[src/rtl/counter_pkg.sv]
// Shared encodings for the cascaded-counter sequencer: counter mode codes,
// command opcodes and controller state encodings.
package counter_pkg;

   localparam logic [1:0] MODE_UP   = 2'b00;
   localparam logic [1:0] MODE_DOWN = 2'b01;
   localparam logic [1:0] MODE_LOAD = 2'b11;

   localparam logic [1:0] OP_LOAD_ONLY = 2'b00;
   localparam logic [1:0] OP_LOAD_UP   = 2'b01;
   localparam logic [1:0] OP_LOAD_DOWN = 2'b10;

   typedef enum logic [2:0] {
      S_IDLE,
      S_LOAD,
      S_LWAIT,
      S_RUN,
      S_DONE
   } state_e;

   // Opcode 11 is reserved and behaves like LOAD_ONLY, so it never counts.
   function automatic logic op_counts(input logic [1:0] op);
      return (op == OP_LOAD_UP) || (op == OP_LOAD_DOWN);
   endfunction

endpackage

[src/rtl/seq_len_timer.sv]
// Loadable down-counter shared by the load-confirm timeout and the RUN length.
// 'last' flags the cycle whose decrement takes the count to zero.
module seq_len_timer #(
   parameter int unsigned W = 16
) (
   input  logic         clk,
   input  logic         reset,
   input  logic         load,
   input  logic [W-1:0] load_val,
   input  logic         dec,
   output logic         last
);

   logic [W-1:0] count_q;

   always_ff @(posedge clk) begin
      if (!reset) begin
         count_q <= '0;
      end else if (load) begin
         count_q <= load_val;
      end else if (dec && (count_q != '0)) begin
         count_q <= count_q - 1'b1;
      end
   end

   assign last = (count_q == W'(1));

endmodule

[src/rtl/counter_seq_ctrl.sv]
// Command sequencer for the 32-bit cascaded counter: preload, confirm the
// load, count up/down for a programmed length, then report Q and status.
module counter_seq_ctrl
   import counter_pkg::*;
#(
   parameter int unsigned LEN_W   = 16,
   parameter int unsigned WRAP_W  = 8,
   parameter int unsigned LOAD_TO = 4
) (
   input  logic              clk,
   input  logic              reset,
   input  logic              cmd_valid,
   output logic              cmd_ready,
   input  logic [1:0]        cmd_op,
   input  logic [31:0]       cmd_data,
   input  logic [LEN_W-1:0]  cmd_len,
   input  logic              abort,
   output logic              cnt_enable,
   output logic [1:0]        cnt_mode,
   output logic [31:0]       cnt_D,
   input  logic [31:0]       cnt_Q,
   input  logic              cnt_rco,
   input  logic              cnt_load,
   output logic              busy,
   output logic              done,
   output logic [31:0]       result,
   output logic [WRAP_W-1:0] wrap_cnt,
   output logic              err_load,
   output logic              aborted
);

   state_e state_q, state_d;

   logic [1:0]        op_q;
   logic [31:0]       data_q;
   logic [LEN_W-1:0]  len_q;
   logic              cmd_ready_q, busy_q, done_q, cnt_enable_q;
   logic [1:0]        cnt_mode_q;
   logic [31:0]       result_q;
   logic [WRAP_W-1:0] wrap_q;
   logic              err_load_q, aborted_q, rco_prev_q;

   logic              accept, go_err, go_abort;
   logic              tmr_load, tmr_dec, tmr_last;
   logic [LEN_W-1:0]  tmr_val;
   logic [1:0]        run_mode;

   assign run_mode = (op_q == OP_LOAD_DOWN) ? MODE_DOWN : MODE_UP;

   seq_len_timer #(
      .W (LEN_W)
   ) u_timer (
      .clk      (clk),
      .reset    (reset),
      .load     (tmr_load),
      .load_val (tmr_val),
      .dec      (tmr_dec),
      .last     (tmr_last)
   );

   // Abort outranks both load timeout and RUN completion.
   always_comb begin
      state_d  = state_q;
      accept   = 1'b0;
      go_err   = 1'b0;
      go_abort = 1'b0;
      tmr_load = 1'b0;
      tmr_dec  = 1'b0;
      tmr_val  = LEN_W'(LOAD_TO);
      unique case (state_q)
         S_IDLE: begin
            if (cmd_valid && cmd_ready_q) begin
               accept  = 1'b1;
               state_d = S_LOAD;
            end
         end
         S_LOAD: begin
            tmr_load = 1'b1;
            if (abort) begin
               go_abort = 1'b1;
               state_d  = S_DONE;
            end else begin
               state_d = S_LWAIT;
            end
         end
         S_LWAIT: begin
            tmr_dec = 1'b1;
            if (abort) begin
               go_abort = 1'b1;
               state_d  = S_DONE;
            end else if (cnt_load) begin
               if (op_counts(op_q) && (len_q != '0)) begin
                  tmr_load = 1'b1;
                  tmr_val  = len_q;
                  state_d  = S_RUN;
               end else begin
                  state_d = S_DONE;
               end
            end else if (tmr_last) begin
               go_err  = 1'b1;
               state_d = S_DONE;
            end
         end
         S_RUN: begin
            tmr_dec = 1'b1;
            if (abort) begin
               go_abort = 1'b1;
               state_d  = S_DONE;
            end else if (tmr_last) begin
               state_d = S_DONE;
            end
         end
         S_DONE: state_d = S_IDLE;
         default: state_d = S_IDLE;
      endcase
   end

   always_ff @(posedge clk) begin
      if (!reset) begin
         state_q      <= S_IDLE;
         op_q         <= OP_LOAD_ONLY;
         data_q       <= '0;
         len_q        <= '0;
         cmd_ready_q  <= 1'b1;
         busy_q       <= 1'b0;
         done_q       <= 1'b0;
         cnt_enable_q <= 1'b0;
         cnt_mode_q   <= MODE_UP;
         result_q     <= '0;
         wrap_q       <= '0;
         err_load_q   <= 1'b0;
         aborted_q    <= 1'b0;
         rco_prev_q   <= 1'b0;
      end else begin
         state_q      <= state_d;
         cmd_ready_q  <= (state_d == S_IDLE);
         busy_q       <= (state_d != S_IDLE);
         done_q       <= (state_d == S_DONE);
         cnt_enable_q <= (state_d == S_LOAD) || (state_d == S_LWAIT) || (state_d == S_RUN);
         if ((state_d == S_LOAD) || (state_d == S_LWAIT)) begin
            cnt_mode_q <= MODE_LOAD;
         end else if (state_d == S_RUN) begin
            cnt_mode_q <= run_mode;
         end else begin
            cnt_mode_q <= MODE_UP;
         end
         rco_prev_q <= cnt_rco;
         if (accept) begin
            op_q       <= cmd_op;
            data_q     <= cmd_data;
            len_q      <= cmd_len;
            wrap_q     <= '0;
            err_load_q <= 1'b0;
            aborted_q  <= 1'b0;
         end
         if (go_err) begin
            err_load_q <= 1'b1;
         end
         if (go_abort) begin
            aborted_q <= 1'b1;
         end
         if ((state_q == S_RUN) && cnt_rco && !rco_prev_q && (wrap_q != '1)) begin
            wrap_q <= wrap_q + 1'b1;
         end
         if (state_q == S_DONE) begin
            result_q <= cnt_Q;
         end
      end
   end

   assign cmd_ready  = cmd_ready_q;
   assign busy       = busy_q;
   assign done       = done_q;
   assign cnt_enable = cnt_enable_q;
   assign cnt_mode   = cnt_mode_q;
   assign cnt_D      = data_q;
   assign result     = result_q;
   assign wrap_cnt   = wrap_q;
   assign err_load   = err_load_q;
   assign aborted    = aborted_q;

endmodule

[config.mk]
export PLATFORM = sky130hd
export DESIGN_NAME = counter_seq_ctrl
export DESIGN_NICKNAME = d
export VERILOG_FILES = /design/src/rtl/counter_pkg.sv /design/src/rtl/seq_len_timer.sv /design/src/rtl/counter_seq_ctrl.sv
export SDC_FILE = /design/constraint.sdc
export NUM_CORES = 1
export LEC_CHECK = 0
export ABC_AREA = 0
export BUFFER_PORTS_ARGS = -buffer_cell sky130_fd_sc_hd__buf_2
export CELL_PAD_IN_SITES_DETAIL_PLACEMENT = 1
export CELL_PAD_IN_SITES_GLOBAL_PLACEMENT = 1
export CORE_UTILIZATION = 39
export CTS_CLUSTER_DIAMETER = 40
export DETAILED_ROUTE_END_ITERATION = 12
export PLACE_DENSITY = 0.95
export SLEW_MARGIN = 20
export SYNTH_ARGS = -nofsm -noshare
export SYNTH_HDL_FRONTEND = slang
export SYNTH_HIERARCHICAL = 1
export SYNTH_SLANG_ARGS = --single-unit
[constraint.sdc]
create_clock -name clk -period 5.2 [get_ports clk]
set_clock_uncertainty 0.15 [all_clocks]
set_input_delay 0.52 -clock clk [delete_from_list [all_inputs] [get_ports clk]]
set_output_delay 0.52 -clock clk [all_outputs]
set_load 0.05 [all_outputs]
Word-level counts from Yosys, hierarchy flattened

Cells that the tools add are included.

Input bits: 88
Word-level logic and storage cells: 85
Bits in registers: 118
Output and inout bits: 80

Reductions and logical operators: 21
Mux-type cells: 35
Equality and inequality tests: 12
$add $sub $neg: 2

Operators by type and width:

| kind                    | number |
|---|---|
| $mux W16                | 6 |
| $reduce_bool A16 Y1     | 2 |
| $mux W3                 | 7 |
| $mux W1                 | 17 |
| $eq A16 B1 Y1 const B   | 1 |
| $mux W8                 | 2 |
| $sub A16 B1 Y16 const B | 1 |
| $eq A3 B2 Y1 const B    | 4 |
| $pmux W3 S4             | 1 |
| $add A8 B1 Y8 const B   | 1 |
| $ne A8 B8 Y1 const B    | 1 |
| $reduce_bool A2 Y1      | 4 |
| $eq A3 B1 Y1 const B    | 2 |
| $eq A3 B3 Y1 const B    | 2 |
| $logic_and A1 B1 Y1     | 6 |
| $logic_not A3 Y1        | 2 |
| $logic_or A1 B1 Y1      | 3 |
| $reduce_bool A3 Y1      | 1 |
| $reduce_or A3 Y1        | 1 |
| $eq A2 B1 Y1 const B    | 1 |
| $eq A2 B2 Y1 const B    | 1 |
| $mux W2                 | 1 |
| $pmux W1 S2             | 1 |
| $reduce_or A2 Y1        | 1 |
| $logic_not A1 Y1        | 1 |

Depth between registers and ports, before layout

Gate-level depths: netlist of run 1.

Depth after elaboration: 10
Mapped depth: 11
Mapped depth without buffers: 8

Cells and area by module

The synthesis of run 1 kept the hierarchy.

Modules (own cells, without submodules):

| module           | cells an instance | area an instance (sq um) | sequential area each (sq um) | times used |
|---|---|---|---|---|
| counter_seq_ctrl | 493               | 3990.1                   | 2042.0                       | 1 |
| seq_len_timer    | 123               | 983.4                    | 320.3                        | 1 |

Worst setup path before layout of run 1

Ideal clock, no wire load.

Path kind: reg-to-reg
Start point: register state_q[1]
End point: register u_timer.count_q[14]
Path buffers: 0
Stages on the path, launching flop included: 7
Period minus slack after synthesis: 2.555 ns
Arrival: 2.331 ns
Required time: 4.976 ns
Path slack: 2.645 ns
Library setup time: 0.074 ns
Path through: dfxtp_1 -> inv_1 -> nor2_1 -> or4bb_1 -> or4b_4 -> or4_1 -> a31oi_1

Cells in the longest elaborated chain, start to end: 5
Elaborated cells on any way between the ends: 10
Those cells by class: eq/ne (3); mux (4); reduce/logical (3)

Ends and longest elaborated chain:

| what                                    | line                    | source |
|---|---|---|
| start, declared                         | counter_seq_ctrl.sv:32  | `state_e state_q, state_d;` |
| start signal, assigned                  | counter_seq_ctrl.sv:135 | `state_q <= state_d;` |
| $eq A3 B2 Y1                            | counter_seq_ctrl.sv:70  | `unique case (state_q)` |
| $reduce_or A2 Y1 (no source line) (*)   | --                      |  |
| $mux W1 (*)                             | counter_seq_ctrl.sv:70  |  |
| named net tmr_dec                       | counter_seq_ctrl.sv:44  | `logic tmr_load, tmr_dec, tmr_last;` |
| $logic_and A1 B1 Y1 (*)                 | seq_len_timer.sv:21     | `end else if (dec && (count_q != '0)) begin` |
| $reduce_bool A2 Y1 (no source line) (*) | --                      |  |
| end signal, assigned                    | seq_len_timer.sv:20     | `count_q <= load_val;` |
| end signal, assigned                    | seq_len_timer.sv:22     | `count_q <= count_q - 1'b1;` |
| end, declared                           | seq_len_timer.sv:14     | `logic [W-1:0] count_q;` |

Mark *: on every way through the listed nets, which the timed path passes. The rest lies on a longest branch.
A chain may end at the register's enable or synchronous reset.

Final worst setup path of run 1

Start point: register op_q[0]
End point: register u_timer.count_q[0]

Cells in the longest elaborated chain, start to end: 8
Elaborated cells on any way between the ends: 14
Those cells by class: eq/ne (2); mux (9); reduce/logical (3)

Ends and longest elaborated chain:

| what                                                  | line                    | source |
|---|---|---|
| start, declared                                       | counter_seq_ctrl.sv:34  | `logic [1:0] op_q;` |
| start signal, assigned                                | counter_seq_ctrl.sv:149 | `op_q <= cmd_op;` |
| $eq A2 B1 Y1 / $eq A2 B2 Y1 (equally long branches)   | counter_pkg.sv:23       | `return (op == OP_LOAD_UP) \|\| (op == OP_LOAD_DOWN);` |
| $logic_or A1 B1 Y1 (*)                                | counter_pkg.sv:23       |  |
| $logic_and A1 B1 Y1 (*)                               | counter_seq_ctrl.sv:92  | `if (op_counts(op_q) && (len_q != '0)) begin` |
| $mux W1 (*)                                           | counter_seq_ctrl.sv:92  |  |
| $mux W1 (*)                                           | counter_seq_ctrl.sv:91  | `end else if (cnt_load) begin` |
| $mux W1 (*)                                           | counter_seq_ctrl.sv:88  | `if (abort) begin` |
| $pmux W1 S2 (*)                                       | counter_seq_ctrl.sv:70  |  |
| named net tmr_load                                    | counter_seq_ctrl.sv:44  |  |
| $mux W16 / $reduce_bool A2 Y1 (equally long branches) | --                      |  |

Marks and branches as above.

==> flow_summary.ini, run 1 <==
[clock_tree]
cts_root_buffer = clkbuf_16
clk_pin_slew_worst_paths_ps = 60
numCtsBuffers = 17
htreeDepth = 4
cts_resized = 0
clk_path_buf_depth = 2
cts.sinks = 118
clock_latency_ps = 410
cts_setup_buffers = 0
cts_tree = yes
hold_buffers = 0

[run_status]
outcome = completed

[synthesis]
async_flop_share_pct = 0
synth_ff_type = dfxtp_1
synth-edff-count = 0
yosysWarnings = 6
syn_nets = 708
synthCells = 616
synth-adder-area-share_pct = 1.01
postSynthAreaPerCell_sq_um = 8.07
synthMuxAreaShare_pct = 0.201
syn-cell-area_sq_um = 4970
ys_types = 59
synth-simple-area-share_pct = 28.6
synth_xor_area_share_pct = 0.352
synth_top_family_by_area = simple AND/OR/NAND/NOR gates
synth_seq_cells = 118
ys_seq_area_share_pct = 47.5
synth-compound-area-share_pct = 18.1

[die]
core_area_sq_um = 12200
io_pins = 168
die_x_microns = 115
die_h_microns = 115
rows = 40
start_util_pct = 40.7
die_area_sq_um = 13200

[sta]
rsz0062_at_grt = false
worst_slew_pin_slew_ps = 1100
setup_viol = 0
slew_viol_final = 0
hold_viol = 0
min_period_ps = 3430
slew_headroom_pct = 26.7
fin_crit_sh_pct = 66.0
fin_setup_tns_ps = 0
max_freq_mhz = 291

[worst_hold_path]
hp-class = in -> reg
hold_path_depth = 3

[pwr]
powerDensity_nw_per_um2 = 418
p_leak_uw = 0.00274
ir_drop_uv = 246
power.total_uw = 2700

[routing]
drt_first_pass_iters = 6
first_iter_violations = 460
avgViaCountPerCell = 5.75
wl_microns = 20300
drc = 0
wl_per_cell_microns = 21.4
num_vias = 5449
drtAntennaViolNets = 0

[critical_path]
ff2ff_path_depth = 8
cpPeakStageDelay_ps = 630
cp-start-kind = register
cp_slowest_cell = and3_1
cp-end-kind = register
cp_max_fo = 25
crit_chain = inv_1 > ha_1 > a41oi_2 > and3_1 > a21o_1 > inv_1 > nor2_1 > a311oi_1
arrival_ps = 3510
crit_top_cell = inv_1
required_ps = 5280
path_class = reg -> reg

[grt]
grt_first_pass_wirelength_microns = 31400
track_usage_pct = 31.1
antenna_found_initial = 0
grt_max_degree = 53
overflow = 0
grt_pass1_vias = 5789

[run]
cap_violations = 0

[finish]
fillCellCount = 1501
final_cell_area_sq_um = 6460
areaGrowthSynthToFinish_pct = 29.9
nets = 859
antenna_cells = 0
drive_above_1_share_pct = 28.3

[placed_design]
routabilityCongestion = 0.861
place_area_sq_um = 5870
hpwl_microns = 11700
io_buffers = 167
[power by group]
group	switching, uW	internal [uW]
sequential	61.0	967
combinational	360	146
clock	431	739
total	851	1850
[stage by stage]
stage,worst slack [ps],std cells,utilization (%),hold WS (ps)
2_1_floorplan,2650,616,-,286
3_3_place_gp,2320,915,48.1,289
6_report,1770,948,52.9,200
3_5_place_dp,2110,915,48.1,297
5_1_grt,1700,948,52.9,195
4_1_cts,1940,947,52.8,185
[cell type report]
class | count | area, sq um | area share (%)
Clock inverter | 9 | 100 | 1.55
Timing Repair Buffer | 170 | 862 | 13.3
Multi-Input combinational cell | 447 | 2400 | 37.2
Clock buffer | 23 | 478 | 7.40
Sequential cell | 118 | 2360 | 36.6
Inverter | 13 | 48.8 | 0.755
Tap cell | 168 | 210 | 3.25
[routing by layer]
layer | global-route usage, % | share of wire [%]
met4 | 16.5 | 4.2
met3 | 8.54 | 6.3
met5 | 0 | 0
met2 | 53.5 | 50
met1 | 35.2 | 40
[flip-flops by register name (all words and copies together), names as in the netlist]
signal,count
result,32
cmd_ready,1
err_load,1
len_q,16
cnt_enable,1
wrap_cnt,8
aborted,1
state_q,3
op_q,2
done,1
rco_prev_q,1
cnt_mode,2
u_timer/count_q,16
cnt_D,32
busy,1
[Yosys cell counts, types with 3 or more instances]
master / instances / area share, %
nor3_1: 3 / 0.30
and3_1: 6 / 0.75
clkbuf_1: 24 / 1.8
a21oi_1: 96 / 9.7
o31ai_1: 4 / 0.60
nand4_1: 4 / 0.50
buf_2: 13 / 1.3
nand3_1: 15 / 1.5
or3_1: 6 / 0.75
inv_1: 13 / 0.98
nor4_4: 4 / 1.7
or4_1: 5 / 0.75
nor3b_1: 5 / 0.75
nor4_1: 7 / 0.88
nor2_1: 19 / 1.4
ha_1: 4 / 1.0
dfxtp_1: 118 / 47
and2_1: 17 / 2.1
nand2_1: 172 / 13
o21ai_0: 21 / 2.1
nand2b_1: 5 / 0.63
a31oi_1: 8 / 1.0
[kinds of logic after synthesis]
logic type | Yosys count
buffers and inverters | 51
AOI/OAI and AO/OA | 153
and+or+nand+nor | 287
adders and majority gates | 4
xor gates and xnor gates | 2
DFF | 118
muxes | 1
[layout by cell type (no fill, tap or decap), types with 7 or more instances in the layout]
cell	instances
nand2_1	171
nand3_1	15
dfxtp_1	118
buf_2	167
nor2_1	19
o21ai_0	21
and2_1	16
inv_1	12
a21oi_1	96
nor4_1	7
a31oi_1	8
clkbuf_16	17
[critical path: cells and delay by family, from the launching register on]
family                   cells  cell delay (ps)
AO/OA/AOI/OAI                3              810
buffers and inverters        2              550
AND/OR/NAND/NOR              2             1010
flip-flops                   1              360
adder cells (fa/ha/maj)      1              350
[worst paths after layout]
path | slack [ps] | endpoint | startpoint
setup reg to reg | 1770 | u_timer/count_q[0] | op_q[0]
hold / removal | 200 | cnt_D[26] | cmd_data[26]
hold reg to reg | 310 | result[11] | result[11]
setup / recovery | 1770 | u_timer/count_q[0] | op_q[0]
No activity file was read; power rests on OpenSTA's default activity.
==> run 2, diff against run 1 <==
--- a/config.mk
+++ b/config.mk
@@ -9,10 +9,10 @@
 export BUFFER_PORTS_ARGS = -buffer_cell sky130_fd_sc_hd__buf_2
 export CELL_PAD_IN_SITES_DETAIL_PLACEMENT = 1
 export CELL_PAD_IN_SITES_GLOBAL_PLACEMENT = 1
-export CORE_UTILIZATION = 39
+export CORE_UTILIZATION = 32
 export CTS_CLUSTER_DIAMETER = 40
 export DETAILED_ROUTE_END_ITERATION = 12
-export PLACE_DENSITY = 0.95
+export PLACE_DENSITY = 0.86
 export SLEW_MARGIN = 20
 export SYNTH_ARGS = -nofsm -noshare
 export SYNTH_HDL_FRONTEND = slang
==> constraint.sdc (replaced) <==
create_clock -name clk -period 2.8 [get_ports clk]
set_clock_uncertainty 0.15 [all_clocks]
set_input_delay 0.28 -clock clk [delete_from_list [all_inputs] [get_ports clk]]
set_output_delay 0.28 -clock clk [all_outputs]
set_load 0.05 [all_outputs]
==> run 2 against run 1 <==
Net effect: via count is 2.1% higher; clock power rose by 68%; critical path depth fell by 2; largest power group unchanged; highest routed layer unchanged.
==> flow_summary.ini, run 2 (synthesis results as in run 1) <==
[clock_tree]
numCtsBuffers = 17
cts_root_buffer = clkbuf_16
clk_path_buf_depth = 2
htreeDepth = 4
cts_tree = yes
clk_pin_slew_worst_paths_ps = 60
cts_setup_buffers = 0
cts.sinks = 118
clock_latency_ps = 420

[sta]
rsz0062_at_grt = false
setup_viol = 0
max_freq_mhz = 378
min_period_ps = 2640
hold_viol = 0
fin_crit_sh_pct = 94.4
fin_setup_tns_ps = 0
hold_slack_ps = 137
worst_slew_pin_slew_ps = 637
setup_ws_ps = 157
slew_viol_final = 0
slew_headroom_pct = 57.5

[die]
rows = 45
core_area_sq_um = 15200
start_util_pct = 32.7
io_pins = 168
die_h_microns = 127
die_x_microns = 127
die_area_sq_um = 16000

[routing]
first_iter_violations = 322
num_vias = 5562
wl_microns = 20200
wl_per_cell_microns = 19.1
drtAntennaViolNets = 0
drt_first_pass_iters = 4
avgViaCountPerCell = 5.24
drc = 0

[finish]
final_common_cell = nand2_1
final_core_util_pct = 48.4
drive_above_1_share_pct = 25.7
nets = 950
layout_common_cells = 172 x nand2_1, 167 x buf_2, 118 x dfxtp_1
areaGrowthSynthToFinish_pct = 47.9

[critical_path]
r2r_end = u_timer/count_q[14]
path_class = reg -> reg
cp_slowest_cell = or4bb_1
cp-start-kind = register
ff2ff_path_depth = 6
cpPeakStageDelay_ps = 610
required_ps = 2990
r2r_start = u_timer/count_q[0]
reg2reg_slack_ps = 160
cp-end-kind = register
crit_chain = inv_1 > ha_1 > or4bb_1 > or4b_4 > or4_1 > a31oi_1
cp_max_fo = 5
arrival_ps = 2840

[run_status]
outcome = completed

[run]
cap_violations = 0

[grt]
grt_most_used_layer = met2
grtUsageMet1_pct = 27.0
grt_first_pass_wirelength_microns = 31400
use_met2_pct = 45.2
gr-usage-met3_pct = 7.09
antenna_found_initial = 3
overflow = 0
grt_max_degree = 92
track_usage_pct = 25.5
grt_pass1_vias = 5928

[worst_hold_path]
hp-start = cnt_load
hp-class = in -> reg
holdPathEnd = done
hold_path_depth = 3

[placed_design]
place_ws_ps = 253
routabilityCongestion = 0.818
hpwl_microns = 10400
io_buffers = 167

[pwr]
ir_drop_uv = 385
powerDensity_nw_per_um2 = 669
p_leak_uw = 0.00311
## run 2: cell types whose count changed in the layout (fill, tap and decap cells not counted), moves of 2 or more
cell / before / now
clkinvlp_4: 2 / 0
diode_2: 0 / 3
clkbuf_1: 3 / 6
dlygate4sd3_1: 0 / 83
bufinv_16: 2 / 0
buf_12: 0 / 2
buf_4: 2 / 9
## run 2: metal layers
layer,part of all wire [%],up-vias
met4,4.6,0
met2,52,199
met5,0,-
met1,39,2667
met3,5.0,81
li1,-,2615
## run 2: cell type report
| cell class | count | area (sq um) |
|---|---|---|
| fillers | 1836 | 7850 |
| multi-input cells | 447 | 2400 |
| flip-flops and latches | 118 | 2360 |
| repair buffers | 261 | 1770 |
| clock buffers | 27 | 503 |
| well taps | 188 | 235 |
| inverters | 13 | 48.8 |
| clock inverters | 4 | 20.0 |
| diodes | 3 | 7.51 |
## run 2: through the flow
stage | total power [uW] | area (sq um) | instances
after global routing | 5110 | 7350 | 1061
after detailed placement | 2820 | 5990 | 944
after global placement | 2800 | 5990 | 944
after floorplan | 2540 | 4970 | 616
final | 4920 | 7350 | 1061
after CTS | 4880 | 7340 | 1058
## run 2: how the worst max path moves through the flow
stage                       start                  end
3_3_place_gp   u_timer/count_q[0]  u_timer/count_q[14]
2_1_floorplan          state_q[1]  u_timer/count_q[14]
5_1_grt        u_timer/count_q[8]            cmd_ready
4_1_cts        u_timer/count_q[8]            cmd_ready
3_5_place_dp   u_timer/count_q[8]            cmd_ready
6_report       u_timer/count_q[0]  u_timer/count_q[14]
## run 2: report_power, final
group	total, uW	internal (uW)	switching (uW)
Combinational	1050	369	679
Clock	1970	1210	757
Sequential	1900	1800	107
## run 2: timing repair
| action | in CTS | in global routing |
|---|---|---|
| hold buffers | 83 | 0 |
| endpoints found under the hold margin | 83 | 0 |
| setup endpoints to repair | 0 | 2 |
| gates resized for setup | 0 | 1 |
## run 2: critical path, delay by kind of cell (launching register included)
family / cells / cell delay, ps
AO/OA/AOI/OAI: 1 / 170
adder cells (fa/ha/maj): 1 / 230
buffers and inverters: 1 / 100
flip-flops: 1 / 340
AND/OR/NAND/NOR: 3 / 1580
